===== src/rtl/seq_multiplier_pkg.sv =====
// Shared ALU definitions: multiplier FSM states, default operand width and
// a counter-width helper.
package seq_multiplier_pkg;

  typedef enum logic [1:0] {
    IDLE = 2'd0,
    RUN  = 2'd1,
    SIGN = 2'd2
  } mul_state_t;

  localparam int unsigned ALU_W = 8;

  // Bits needed to count 0..n-1; never less than one bit.
  function automatic int unsigned clog2(input int unsigned n);
    int unsigned r;
    r = 0;
    for (int unsigned i = 0; i < 32; i++) begin
      if ((64'd1 << i) < 64'(n)) r = i + 1;
    end
    return (r == 0) ? 1 : r;
  endfunction

endpackage


===== src/rtl/seq_multiplier_negate.sv =====
// Parametric two's-complement negation, used for operand magnitudes and the
// final sign fix of the product.
module negate_w #(
  parameter int unsigned W = 8
) (
  input  logic [W-1:0] x,
  output logic [W-1:0] y
);

  assign y = ~x + W'(1);

endmodule


===== src/rtl/seq_multiplier.sv =====
// Sequential signed shift-and-add multiplier: multiplies operand magnitudes
// over WIDTH cycles, then applies the sign in a final step.
module seq_multiplier
  import seq_multiplier_pkg::*;
#(
  parameter int unsigned WIDTH = ALU_W
) (
  input  logic               clk,
  input  logic               rst,
  input  logic               start,
  input  logic [WIDTH-1:0]   A,
  input  logic [WIDTH-1:0]   B,
  output logic [2*WIDTH-1:0] P,
  output logic               neg,
  output logic               busy,
  output logic               done
);

  localparam int unsigned PW = 2 * WIDTH;
  localparam int unsigned CW = clog2(WIDTH);

  mul_state_t       state;
  logic [CW-1:0]    cnt;
  logic [WIDTH-1:0] mag_a;
  logic [WIDTH-1:0] mq;
  logic [WIDTH:0]   acc_hi;
  logic             sgn;

  logic [WIDTH-1:0] neg_a;
  logic [WIDTH-1:0] neg_b;
  logic [WIDTH-1:0] abs_a;
  logic [WIDTH-1:0] abs_b;
  logic [WIDTH:0]   addend;
  logic [WIDTH:0]   sum;
  logic [PW-1:0]    u;
  logic [PW-1:0]    neg_u;

  negate_w #(.W(WIDTH)) u_neg_a (.x(A), .y(neg_a));
  negate_w #(.W(WIDTH)) u_neg_b (.x(B), .y(neg_b));
  negate_w #(.W(PW))    u_neg_p (.x(u), .y(neg_u));

  // The most negative operand negates to itself, which read unsigned is its magnitude.
  assign abs_a  = A[WIDTH-1] ? neg_a : A;
  assign abs_b  = B[WIDTH-1] ? neg_b : B;
  assign addend = mq[0] ? {1'b0, mag_a} : '0;
  assign sum    = acc_hi + addend;
  assign u      = {acc_hi[WIDTH-1:0], mq};

  always_ff @(posedge clk) begin
    if (rst) begin
      state  <= IDLE;
      cnt    <= '0;
      mag_a  <= '0;
      mq     <= '0;
      acc_hi <= '0;
      sgn    <= 1'b0;
      P      <= '0;
      neg    <= 1'b0;
      busy   <= 1'b0;
      done   <= 1'b0;
    end else begin
      done <= 1'b0;
      case (state)
        IDLE: begin
          if (start) begin
            mag_a  <= abs_a;
            mq     <= abs_b;
            sgn    <= A[WIDTH-1] ^ B[WIDTH-1];
            acc_hi <= '0;
            cnt    <= '0;
            busy   <= 1'b1;
            state  <= RUN;
          end
        end
        RUN: begin
          // Conditional add, then shift {carry, acc_hi, mq} right by one.
          acc_hi <= {1'b0, sum[WIDTH:1]};
          mq     <= {sum[0], mq[WIDTH-1:1]};
          cnt    <= cnt + CW'(1);
          if (cnt == CW'(WIDTH - 1)) state <= SIGN;
        end
        SIGN: begin
          P     <= sgn ? neg_u : u;
          neg   <= sgn && (u != '0);
          done  <= 1'b1;
          busy  <= 1'b0;
          state <= IDLE;
        end
        default: state <= IDLE;
      endcase
    end
  end

endmodule


===== config.mk =====
export PLATFORM = sky130hd
export DESIGN_NAME = seq_multiplier
export DESIGN_NICKNAME = d
export VERILOG_FILES = /design/src/rtl/seq_multiplier_pkg.sv /design/src/rtl/seq_multiplier_negate.sv /design/src/rtl/seq_multiplier.sv
export SDC_FILE = /design/constraint.sdc
export NUM_CORES = 1
export LEC_CHECK = 0
export ABC_AREA = 1
export CORE_AREA = 2 2 83 85
export DETAILED_ROUTE_END_ITERATION = 7
export DIE_AREA = 0 0 85 87
export DONT_BUFFER_PORTS = 1
export PLACE_DENSITY = 0.63
export SYNTH_ARGS = -nofsm -noshare
export SYNTH_HDL_FRONTEND = slang
export SYNTH_SLANG_ARGS = --single-unit

===== constraint.sdc =====
create_clock -name clk -period 2.3 [get_ports clk]
set_clock_uncertainty 0.1 [all_clocks]
set_input_delay 0.23 -clock clk [delete_from_list [all_inputs] [get_ports clk]]
set_output_delay 0.23 -clock clk [all_outputs]
set_load 0.05 [all_outputs]

==> impl_metrics.yaml <==
finish:
  finish.utilization: 0.462
  nFillCells: 694
  multiInputGateArea_mm2: 0.00157
  postLayoutCellArea_mm2: 0.00304
  syn_to_final_growth_pct: 5.93
  seq_area_um2: 981
  nNetsFinal: 461
  fin_cells: 509
  layout-drive-gt1-share: 0.0513
  diodes: 0
hold_path:
  hold_depth: 2
  hold_class: "in2reg"
floorplan:
  initial_utilization: 0.437
  fp.dieW_um: 85
  core_area_mm2: 0.00657
  dieArea_mm2: 0.00740
  num_io_pins: 38
  die_h_um: 87
  rows: 30
yosys:
  syn_avg_cell_area_um2: 6.68
  ys_seq_elements: 49
  ys_top_cells_by_area: "dfxtp_1 (34%), nand2_1 (13%), inv_1 (7.9%)"
  synth_top_cell_by_area: "dfxtp_1"
  ys_seq_area_frac: 0.342
  synth_top_cells_by_count: "nand2_1 (96), inv_1 (60), dfxtp_1 (49), nor2_1 (49), a21oi_1 (40)"
  syn-instance-count: 429
  yosysWarnings: 0
  synth_edf_count: 0
  synth_nets: 462
  synth_area_mm2: 0.00287
  yosysTopAreaCellShare: 0.342
  ys_async_sr_fraction: 0
  synth_cell_type_count: 33
  synth-main-ff-cell: "dfxtp_1"
  synth.most_common_cell: "nand2_1"
clock_tree:
  ctsHoldBuffers: 4
  cts_tree: "done"
  clkLatencyLatePin_ns: 0.31
  cts_buffer_depth: 2
  post_cts.repair.setup_buffers: 0
  cts_root_buf: "clkbuf_8"
  clk_pin_slew_worst_paths_ns: 0.09
  h-tree-depth: 2
  ctsResizeCount: 0
  clock-sinks: 49
  cts_buffers: 5
power:
  finalPower_uw: 1750
  switching_share: 0.310
  p_int_uw: 1210
  p_switching_uw: 540
  powerDensity_mw_per_mm2: 575
  ir_worst_vdd_uv: 332
  total_leakage_power_uw: 0.00148
  combPwrFrac: 0.176
  clkPwrFrac: 0.297
  sequentialPowerShare: 0.527
timing:
  max_slew.worst_pin.slew_ns: 1.05
  maxSlewHeadroom: 0.298
  finalCriticalPeriod_ns: 1.95
  tns_ns: 0
  hold_viol_final: 0
  rsz0062_at_grt: "false"
  setup_violations: 0
  fmax_mhz: 512
  drv_slew: 0
  finalCritPeriodShare: 0.848
critical_path:
  reg2reg_depth: 12
  timing.rr.end: "acc_hi[7]$_SDFFE_PP0P_"
  cp_max_fo: 9
  cp-startpoint: "mq[0]$_SDFFE_PP0P_"
  r2r_slack_ns: 0.35
  reg2reg_from: "mq[0]$_SDFFE_PP0P_"
  worst_setup_path_end_kind: "register"
  crit_required_ns: 2.35
  worstPathArrival_ns: 2.00
  crit_end: "acc_hi[7]$_SDFFE_PP0P_"
  cp-start-kind: "register"
  crit_type: "reg2reg"
global_route:
  antenna_found_initial: 0
  grt_pass1_wl_mm: 11.3
  grt_pass1_vias: 2510
  overflow: 0
  grt_max_degree: 33
  track_usage: 0.188
detailed_routing:
  vias: 2602
  dr.first_iter.drc_count: 177
  first_pass_iters: 6
  drc_errors: 0
  routed_wl_mm: 6.42
  antenna_left: 0
  via_per_inst: 5.11
  wl_per_cell_um: 12.6
placed_design:
  gp_congestion: 0.858
  placed_cell_area_mm2: 0.00291
  hpwl_mm: 4.67
  placed_cells: 497
  port_buffers: 0
run:
  max_cap_violations: 0
run_status:
  status: "finished, final reports clean"
[kinds of logic (layout without fill, tap and decap cells)]
group	Yosys count	after routing	synth area share
xor+xnor	10	10	0.0305
compound gates	89	89	0.175
flops	49	49	0.342
simple gates	188	188	0.276
buf+inv	79	79	0.113
fa+ha+maj	14	14	0.0637
[worst max-delay path, stage by stage, from the launching register on]
cell     delay, ns
dfxtp_1       0.39
nand2_1       0.10
inv_1         0.04
ha_1          0.20
fa_1          0.42
nand3_1       0.09
nand2_1       0.08
nand2_1       0.09
nand2_1       0.07
nand2_1       0.06
nand2_1       0.04
nand2_1       0.05
a21oi_1       0.06
[worst min path at each step]
stage | from | to | slack, ns
floorplan | A[0] | mag_a[0]$_SDFFE_PP0P_ | 0.30
global placement | rst | acc_hi[7]$_SDFFE_PP0P_ | 0.20
detailed placement | rst | acc_hi[5]$_SDFFE_PP0P_ | 0.21
CTS | A[6] | mag_a[7]$_SDFFE_PP0P_ | 0.02
global route | A[6] | mag_a[6]$_SDFFE_PP0P_ | 0.02
finish | A[7] | mag_a[1]$_SDFFE_PP0P_ | 0.02
[power groups by stage]
stage | Clock (uW) | Sequential (uW) | Combinational, uW
after detailed placement | 0 | 938 | 293
after floorplan | 0 | 927 | 255
after global routing | 568 | 925 | 356
after CTS | 541 | 919 | 308
final | 519 | 919 | 308
after global placement | 0 | 938 | 288
[registers in the layout, indices dropped and copies added (netlist names), 2 cells and up]
signal,flops
mq,8
mag_a,8
acc_hi,8
state,2
cnt,3
P,16
[metrics by stage]
| stage | worst slack [ns] | hold WS [ns] |
|---|---|---|
| 2_1_floorplan | 0.538 | 0.303 |
| 3_3_place_gp | 0.480 | 0.205 |
| 3_5_place_dp | 0.425 | 0.206 |
| 4_1_cts | 0.348 | 0.0154 |
| 5_1_grt | 0.139 | 0.0192 |
| 6_report | 0.349 | 0.0221 |
[routing by layer]
layer | track usage | vias up | part of all wire
met5 | 0 | - | 0
met4 | 0.0678 | 0 | 0.024
met3 | 0.0408 | 14 | 0.053
met2 | 0.333 | 59 | 0.48
met1 | 0.223 | 1145 | 0.44
li1 | - | 1384 | -
[layout make-up]
type	count	share of cell area
clock inverter	2	0.00453
timing repair buffer	7	0.0206
sequential	49	0.323
inverter	64	0.0799
tap	80	0.0329
clock buffer	6	0.0239
multi-input combinational	301	0.515
[cells in the final DEF (no fill, tap or decap), types with 2 or more instances in the layout]
master,n
a21oi_1,40
a22oi_1,4
a22oi_2,2
buf_4,3
clkbuf_8,5
dfxtp_1,49
dlygate4sd3_1,4
ha_1,13
inv_1,60
inv_2,3
nand2_1,96
nand3_1,32
nand3b_1,3
nor2_1,48
nor2_4,2
nor4_1,2
o211ai_1,2
o21ai_0,30
o21ai_1,2
o221ai_1,4
o22ai_1,2
xor2_1,9
Note: power is estimated with default switching activity, not from simulation.
